### src/rtl/bus_controller_if.sv
`default_nettype none
// +----------------------------------------------------------------------+
// | Module   : bus_controller_if                                          |
// | Purpose  : CPU-side memory bus between the core and bus_controller.   |
// |            master = CPU core, slave = bus_controller.                 |
// | Revision : 1.0 - initial release                                      |
// +----------------------------------------------------------------------+
interface bus_controller_if;
  logic [15:0] address;       // CPU byte address
  logic [31:0] data_in;       // store data, byte-lane replicated
  logic [3:0]  write_mask;    // 0 = write lane, 1 = keep lane
  logic        bus_enable;    // request, held for the whole access
  logic        write_enable;  // 1 = store, 0 = load
  logic [31:0] data_out;      // read data, held until next read completes
  logic        data_ready;    // one-cycle completion pulse
  logic        bus_fault;     // sticky fault flag

  modport master (
    output address, data_in, write_mask, bus_enable, write_enable,
    input  data_out, data_ready, bus_fault
  );

  modport slave (
    input  address, data_in, write_mask, bus_enable, write_enable,
    output data_out, data_ready, bus_fault
  );
endinterface
`default_nettype wire

### src/rtl/bus_controller.sv
`default_nettype none
// +----------------------------------------------------------------------+
// | Module   : bus_controller                                             |
// | Purpose  : Decodes single CPU bus transactions to RAM, ROM or the     |
// |            peripheral window; read-modify-write for partial RAM       |
// |            stores; data_ready completion pulse.                       |
// | Options  : define BUS_FAULT_EN to enable the sticky bus_fault flag    |
// |            (ROM write or peripheral timeout); otherwise tied to 0.    |
// | Revision : 1.0 - initial release                                      |
// +----------------------------------------------------------------------+
module bus_controller #(
  parameter int RAM_AW         = 12,
  parameter int ROM_AW         = 12,
  parameter int PERIPH_TIMEOUT = 15
) (
  input  logic              clk,
  input  logic              reset,
  bus_controller_if.slave   bus,
  output logic [RAM_AW-1:0] ram_address,
  output logic [31:0]       ram_wdata,
  output logic              ram_we,
  input  logic [31:0]       ram_rdata,
  output logic [ROM_AW-1:0] rom_address,
  input  logic [31:0]       rom_rdata,
  output logic [7:0]        periph_address,
  output logic [31:0]       periph_wdata,
  output logic              periph_we,
  output logic              periph_re,
  input  logic [31:0]       periph_rdata,
  input  logic              periph_ready
);

  typedef enum logic [2:0] {
    S_IDLE       = 3'd0,
    S_RD_WAIT    = 3'd1,
    S_RD_CAPTURE = 3'd2,
    S_RMW_READ   = 3'd3,
    S_RMW_WRITE  = 3'd4,
    S_P_WAIT     = 3'd5,
    S_DONE       = 3'd6
  } state_t;

  // Last counter value of the peripheral wait window (count starts at 0).
  localparam logic [3:0] c_pto_last = 4'(PERIPH_TIMEOUT - 1);

  state_t      r_state;
  state_t      w_next_state;
  logic [15:0] r_addr;
  logic [31:0] r_wdata;
  logic [3:0]  r_mask;
  logic        r_we;
  logic        r_armed;
  logic        r_p_first;
  logic [3:0]  r_pcnt;
  logic [31:0] r_data_out;
  logic        w_accept;
  logic        w_p_timeout;
  logic        w_data_ready;
  logic [31:0] w_merged;

  // A held-high bus_enable must produce one transaction: armed gates acceptance.
  assign w_accept    = (r_state == S_IDLE) && bus.bus_enable && r_armed;
  assign w_p_timeout = (r_pcnt == c_pto_last);

  // Latched address drives all address outputs; bits [1:0] never reach memory.
  assign ram_address    = r_addr[RAM_AW+1:2];
  assign rom_address    = r_addr[ROM_AW+1:2];
  assign periph_address = r_addr[7:0];
  assign periph_wdata   = r_wdata;
  assign bus.data_out   = r_data_out;
  assign bus.data_ready = w_data_ready;

  // Store merge: a set mask bit keeps the byte currently held in RAM.
  always_comb begin
    w_merged = r_wdata;
    for (int i = 0; i < 4; i++) begin
      if (r_mask[i]) w_merged[8*i +: 8] = ram_rdata[8*i +: 8];
    end
  end

  // Next-state decode and state-derived strobes (drop at once on reset).
  always_comb begin
    w_next_state = r_state;
    ram_we       = 1'b0;
    ram_wdata    = '0;
    periph_we    = 1'b0;
    periph_re    = 1'b0;
    w_data_ready = 1'b0;
    case (r_state)
      S_IDLE: begin
        if (w_accept) begin
          if (bus.address[15])              w_next_state = S_P_WAIT;
          else if (!bus.write_enable)       w_next_state = S_RD_WAIT;
          else if (bus.address[14])         w_next_state = S_DONE;       // ROM write
          else if (&bus.write_mask)         w_next_state = S_DONE;       // nothing to write
          else if (bus.write_mask == 4'h0)  w_next_state = S_RMW_WRITE;  // full word
          else                              w_next_state = S_RMW_READ;   // partial word
        end
      end
      S_RD_WAIT:    w_next_state = S_RD_CAPTURE;
      S_RD_CAPTURE: w_next_state = S_DONE;
      S_RMW_READ:   w_next_state = S_RMW_WRITE;
      S_RMW_WRITE: begin
        ram_we       = 1'b1;
        ram_wdata    = w_merged;
        w_next_state = S_DONE;
      end
      S_P_WAIT: begin
        periph_we = r_p_first &  r_we;
        periph_re = r_p_first & ~r_we;
        if (periph_ready || w_p_timeout) w_next_state = S_DONE;
      end
      S_DONE: begin
        w_data_ready = 1'b1;
        w_next_state = S_IDLE;
      end
      default: w_next_state = S_IDLE;
    endcase
  end

  // State register; reset aborts any transaction in flight.
  always_ff @(posedge clk or posedge reset) begin
    if (reset) r_state <= S_IDLE;
    else       r_state <= w_next_state;
  end

  // Request capture and re-arm on any cycle with bus_enable low.
  always_ff @(posedge clk or posedge reset) begin
    if (reset) begin
      r_addr    <= '0;
      r_wdata   <= '0;
      r_mask    <= '0;
      r_we      <= 1'b0;
      r_armed   <= 1'b1;
      r_p_first <= 1'b0;
    end else begin
      r_p_first <= w_accept;
      if (!bus.bus_enable) r_armed <= 1'b1;
      else if (w_accept)   r_armed <= 1'b0;
      if (w_accept) begin
        r_addr  <= bus.address;
        r_wdata <= bus.data_in;
        r_mask  <= bus.write_mask;
        r_we    <= bus.write_enable;
      end
    end
  end

  // Peripheral wait-cycle counter, cleared outside the wait state.
  always_ff @(posedge clk or posedge reset) begin
    if (reset)                    r_pcnt <= '0;
    else if (r_state == S_P_WAIT) r_pcnt <= r_pcnt + 4'd1;
    else                          r_pcnt <= '0;
  end

  // Read data capture; a timed-out peripheral read returns zero.
  always_ff @(posedge clk or posedge reset) begin
    if (reset) begin
      r_data_out <= '0;
    end else if (r_state == S_RD_CAPTURE) begin
      r_data_out <= r_addr[14] ? rom_rdata : ram_rdata;
    end else if ((r_state == S_P_WAIT) && !r_we) begin
      if (periph_ready)     r_data_out <= periph_rdata;
      else if (w_p_timeout) r_data_out <= '0;
    end
  end

`ifdef BUS_FAULT_EN
  logic r_fault;

  // Sticky fault on a ROM store or a peripheral that never answered.
  always_ff @(posedge clk or posedge reset) begin
    if (reset) begin
      r_fault <= 1'b0;
    end else if ((w_accept && bus.write_enable && (bus.address[15:14] == 2'b01)) ||
                 ((r_state == S_P_WAIT) && !periph_ready && w_p_timeout)) begin
      r_fault <= 1'b1;
    end
  end

  assign bus.bus_fault = r_fault;
`else
  assign bus.bus_fault = 1'b0;
`endif

endmodule
`default_nettype wire

### src/flat_wrapper.sv
// flat-port wrapper written by rule: the top's interface ports become plain ports
module bus_controller_flat 
#(
  parameter int RAM_AW         = 12,
  parameter int ROM_AW         = 12,
  parameter int PERIPH_TIMEOUT = 15
)
  (clk, reset, ram_address, ram_wdata, ram_we, ram_rdata, rom_address, rom_rdata, periph_address, periph_wdata, periph_we, periph_re, periph_rdata, periph_ready, bus_address, bus_data_in, bus_write_mask, bus_bus_enable, bus_write_enable, bus_data_out, bus_data_ready, bus_bus_fault);
  bus_controller_if bus_i ();
  input  logic clk;
  input  logic reset;
  output logic [RAM_AW-1:0] ram_address;
  output logic [31:0] ram_wdata;
  output logic ram_we;
  input  logic [31:0] ram_rdata;
  output logic [ROM_AW-1:0] rom_address;
  input  logic [31:0] rom_rdata;
  output logic [7:0] periph_address;
  output logic [31:0] periph_wdata;
  output logic periph_we;
  output logic periph_re;
  input  logic [31:0] periph_rdata;
  input  logic periph_ready;
  input wire logic [$bits(bus_i.address)-1:0] bus_address;
  input wire logic [$bits(bus_i.data_in)-1:0] bus_data_in;
  input wire logic [$bits(bus_i.write_mask)-1:0] bus_write_mask;
  input wire logic [$bits(bus_i.bus_enable)-1:0] bus_bus_enable;
  input wire logic [$bits(bus_i.write_enable)-1:0] bus_write_enable;
  output wire logic [$bits(bus_i.data_out)-1:0] bus_data_out;
  output wire logic [$bits(bus_i.data_ready)-1:0] bus_data_ready;
  output wire logic [$bits(bus_i.bus_fault)-1:0] bus_bus_fault;
  assign bus_i.address = bus_address;
  assign bus_i.data_in = bus_data_in;
  assign bus_i.write_mask = bus_write_mask;
  assign bus_i.bus_enable = bus_bus_enable;
  assign bus_i.write_enable = bus_write_enable;
  assign bus_data_out = bus_i.data_out;
  assign bus_data_ready = bus_i.data_ready;
  assign bus_bus_fault = bus_i.bus_fault;
  bus_controller #(.RAM_AW(RAM_AW), .ROM_AW(ROM_AW), .PERIPH_TIMEOUT(PERIPH_TIMEOUT)) u_core (.clk(clk), .reset(reset), .bus(bus_i), .ram_address(ram_address), .ram_wdata(ram_wdata), .ram_we(ram_we), .ram_rdata(ram_rdata), .rom_address(rom_address), .rom_rdata(rom_rdata), .periph_address(periph_address), .periph_wdata(periph_wdata), .periph_we(periph_we), .periph_re(periph_re), .periph_rdata(periph_rdata), .periph_ready(periph_ready));
endmodule
### config.mk
export PLATFORM = sky130hd
export DESIGN_NAME = bus_controller_flat
export DESIGN_NICKNAME = d
export VERILOG_FILES = /design/src/rtl/bus_controller_if.sv /design/src/rtl/bus_controller.sv /design/src/flat_wrapper.sv
export SDC_FILE = /design/constraint.sdc
export NUM_CORES = 1
export LEC_CHECK = 0
export BUFFER_PORTS_ARGS = -buffer_cell sky130_fd_sc_hd__buf_2
export CAP_MARGIN = 20
export CORE_MARGIN = 10
export CORE_UTILIZATION = 48
export DETAILED_ROUTE_END_ITERATION = 16
export PLACE_DENSITY_LB_ADDON = 0.25
export SETUP_SLACK_MARGIN = 0.02
export SYNTH_ARGS = -nofsm -noshare
export SYNTH_HDL_FRONTEND = slang
export SYNTH_SLANG_ARGS = --single-unit
### constraint.sdc
create_clock -name clk -period 4.3 [get_ports clk]
set_input_delay 0.43 -clock clk [delete_from_list [all_inputs] [get_ports clk]]
set_output_delay 0.43 -clock clk [all_outputs]
set_load 0.02 [all_outputs]
After elaboration in Yosys (flattened, before gate mapping)
Index checks and enable logic that the tools add are counted.
W data, S select, Z words.
- flip-flop bits (word level): 93
- bits in latches: 0
- bits in writable memories: 0
- ROM bits: 0
- input bits: 153
- output and inout port bits: 133
- word-level logic and storage cells: 61
- memories kept: 0
- $add $sub $neg: 1
- multipliers: 0
- divide/modulo/power cells: 0
- magnitude comparators: 0
- eq/ne operators: 10
- shifts and indexed selects: 0
- muxes and demuxes: 25
- bitwise gates (word level): 3
- reductions and logical operators: 13
- operators by type and width (operator ; number):
    $mux W32 ; 6
    $mux W8 ; 4
    $mux W3 ; 7
    $pmux W3 S5 ; 1
    $eq A3 B3 Y1 const B ; 3
    $eq A3 B2 Y1 const B ; 2
    $mux W1 ; 6
    $ne A2 B1 Y1 const B ; 3
    $add A4 B1 Y4 const B ; 1
    $eq A4 B4 Y1 const B ; 1
    $logic_not A4 Y1 ; 1
    $mux W4 ; 1
    $reduce_and A2 Y1 ; 2
    $reduce_and A4 Y1 ; 1
    $eq A3 B1 Y1 const B ; 1
    $logic_and A1 B1 Y1 ; 3
    $logic_not A3 Y1 ; 1
    $reduce_bool A3 Y1 ; 1
    $and A1 B1 Y1 ; 2
    $reduce_bool A2 Y1 ; 1
    $reduce_or A2 Y1 ; 1
    $logic_not A1 Y1 ; 1
    $logic_or A1 B1 Y1 ; 1
    $not A1 Y1 ; 1

Longest topological paths before layout
- word-level depth: 8
- depth in mapped cells: 6
- gate-level depth less buffers: 5

Worst setup path before layout
No wires, ideal clock.
- path type: reg2out
- start: register u_core.r_state[1]
- end: output port ram_wdata[10]
- arrival: 1.490 ns
- required time: 3.870 ns
- slack: 2.380 ns
- cell stages (with the launch flop): 6
- buffers on the path: 3
- path through: dfrtp_1 > buf_2 > or3b_1 > clkbuf_1 > buf_2 > nor2_1
- longest elaborated chain between the ends: 2
- ends and longest elaborated chain (item ; RTL line ; RTL):
    start, declared ; bus_controller.sv:46 ; state_t r_state;
    start signal, assigned ; bus_controller.sv:124 ; else r_state <= w_next_state;
    $eq A3 B3 Y1 ; bus_controller.sv:89 ; case (r_state)
    $mux W32 ; bus_controller.sv:89 ;
    end, declared ; flat_wrapper.sv:13 ; output logic [31:0] ram_wdata;
Every way passes these cells.

Worst setup path after layout
- start: register u_core.r_state[2]
- end: output port ram_wdata[15]
Same word-level chain as after synthesis.

==> metrics.md <==
| Metric | Value |
|---|---|
| Max_cap viols | 0 |
| Top_reg_cell synth | dfrtp_1 |
| Setup crit end kind | output port |
| CP Launch Type | register |
| Initial DRC Count | ~340 |
| TNS Setup | 0 ns |
| Critical-path maximum fanout | 18 |
| Synth top area share | 45.3% |
| Vias/cell | around 5.5 |
| Worst-path clk slew | 0.09 ns |
| RSZ-0062 raised after global routing | no |
| Placed Cells | slightly above 800 |
| Layout Skew | between 0.004 and 0.005 ns |
| Final period util | a little under two thirds |
| Fmax | around 370 MHz |
| Total CTS buffers | 9 |
| Synthesized cell area | roughly 5100 um^2 |
| Synth cell types | 43 |
| #FFs+latches synth | 93 |
| Synth Area per Inst | about 11 um^2 |
| Final #Nets | 840 |
| DIE HEIGHT | roughly 120 um |
| Total gr overflow | 0 |
| Status | completed |
| Slew Viols, Final | 0 |
| Cts repair resizes | 0 |
| Synth Instances | between 400 and 500 |
| Vias in the first global route | about 4700 |
| CTS tree | yes |
| Routed wire length | between 15 and 20 mm |
| Hold Path Class | in2reg |
| Ys Warns | 0 |
| Worst path arrival time | between 2 and 2.5 ns |
| Leak pwr | 3.28 nW |
| Largest net degree at the start of global routing | 66 |
| Setup violations, final | 0 |
| Maximum vdd ir drop | approximately 460 uV |
| Vias | 4528 |
| Fraction of layout cells with a size suffix above 1 | a little over half |
| Fin. Hold Viols | 0 |
| Clock Path Buffers | 2 |
| Post-synth EDFFs | 0 |
| Die ar. | between 15000 and 20000 um^2 |
| Placed cell areas | 6270 um^2 |
| H-tree Lvls | 3 |
| CORE AREA | 10300 um^2 |
| Postcts setup bufs | 0 |
| # fillers | approximately 880 |
| Clock root buffer master | clkbuf_8 |
| Worst EP required | approximately 3.9 ns |
| Initial antenna violation count | 0 |
| Starting Density | 49.2% |
| Synth area leaders | dfrtp_1 (45%), mux2i_1 (13%), mux2_2 (11%) |
| Routed WL per cell | ~21 um |
| Die width | 123 um |
| IO buf count | approximately 280 |
| Site row count | 37 |
| Post-synthesis net count | 613 |
| Worst-Margin Slew | ~1.1 ns |
| DP HPWL | between 10 and 15 mm |
| Ant. Diodes | 0 |
| Non-Filler Instances | a little over 800 |
| GP Congestion | 0.913 |
| Post-synth ARST share | 100% |
| P&R area growth vs syn | 27.4% |
| Seq/Total Area, Yosys | 45.8% |
| Critical path class | reg2out |
| Num ports | 286 |
| Tmin final | between 2 and 3 ns |
| DR DRC count | 0 |
| Tot GR Track Use | about 22% |
| Area leader, netlist | dfrtp_1 |
| Later-pin clock latency in the skew report | around 0.35 ns |
| Hold-fix buffers, CTS | 0 |
| First-pass GRT wire length | between 20 and 30 mm |
| Hold_ws | 0.223 ns |
| Routed Antenna Nets | 0 |
| DRT Pass-1 Iters | 6 |
| PwrDens | 814 nW/um^2 |
| Post-Route Utilization | between 60% and 70% |
| Design area | 6470 um^2 |
| CTS sink cnt | 93 |
| Worst rel slew slack | between 20% and 30% |
-- cells by family after synthesis --
logic type               after synthesis  share of synthesized area (%)
adder cells (fa/ha/maj)                2                          0.493
buffers and inverters                 79                           9.76
XOR/XNOR                               2                          0.345
flip-flops                            93                           45.8
multiplexers                         116                           24.1
AND/OR/NAND/NOR                       58                           5.67
AO/OA/AOI/OAI                        107                           13.7
other                                  1                         0.0738
-- critical path, cell delays in order (launching register included) --
cell     delay, ns
dfrtp_1       0.56
or3b_1        0.71
buf_4         0.35
nor2_1        0.14
buf_2         0.18
-- layout by cell type (no fill, tap or decap), types with 4 or more instances in the layout --
master	count
nor2_1	39
clkbuf_8	12
buf_4	6
mux2_2	48
mux2i_1	64
o21ai_0	29
buf_2	284
dfrtp_1	91
nand2_1	6
mux2_1	4
a31oi_1	32
a22oi_1	32
o21ai_1	4
inv_1	4
-- per-stage QoR --
step	setup WS (ns)	total power [W]
2_1_floorplan	1.45	0.00388
3_3_place_gp	2.04	0.00462
3_5_place_dp	1.96	0.00470
4_1_cts	1.56	0.00531
5_1_grt	1.43	0.00560
6_report	1.56	0.00527
-- sequential cells by signal (all words and copies together) (netlist names) --
signal	count
u_core.r_armed	1
u_core.r_addr	15
u_core.r_mask	4
u_core.r_we	1
u_core.r_pcnt	4
u_core.r_p_first	1
u_core.bus.data_out	32
u_core.periph_wdata	32
u_core.r_state	3
-- cells in the mapped netlist, types with 7 or more instances --
master / instances
dfrtp_1: 92
mux2_2: 48
buf_6: 7
a22oi_1: 32
buf_2: 14
buf_4: 34
o21ai_0: 29
mux2i_1: 64
a31oi_1: 32
clkbuf_1: 12
nor2_1: 39
-- report_power, final --
part | internal (W) | leakage (nW) | switching (W)
clock network | 0.000311 | 0.102 | 0.000305
logic | 0.00118 | 2.09 | 0.00171
registers | 0.00130 | 1.09 | 0.000459
-- per-layer routing --
metal | share of wire, % | global-route usage [%] | routed length (um) | vias up
met2 | 53 | 38.9 | 9250 | 197
met5 | 0 | 0 | 0 | -
met4 | 2.4 | 7.44 | 426 | 0
met3 | 8.3 | 6.43 | 1450 | 29
met1 | 36 | 23.9 | 6290 | 2222
li1 | - | - | - | 2080
-- path summary, 6_finish.rpt --
| kind | from | end | slack, ns | cells past startpoint |
|---|---|---|---|---|
| worst min register to register | u_core.r_armed | u_core.r_armed | 0.47 | 2 |
| max in group asynchronous | reset | u_core.r_pcnt[1] | 3.16 | 3 |
| worst min-delay path | bus_bus_enable | u_core.r_armed | 0.22 | 2 |
| min in group asynchronous | reset | u_core.r_addr[8] | 0.23 | 2 |
| worst max-delay path | u_core.r_state[2] | ram_wdata[15] | 1.56 | 4 |
| worst max register to register | u_core.r_state[1] | u_core.periph_wdata[16] | 2.03 | 3 |
-- final cells by class --
type / count / area (um^2) / area share, %
multi-input cells: 286 / 2280 / 35.3
clock buffers: 13 / 169 / 2.61
flip-flops and latches: 93 / 2330 / 36.0
repair buffers: 290 / 1470 / 22.7
well taps: 136 / 170 / 2.63
clock inverters: 1 / 30.0 / 0.464
inverters: 5 / 21.3 / 0.329
Power figures use the tool's default switching activity.
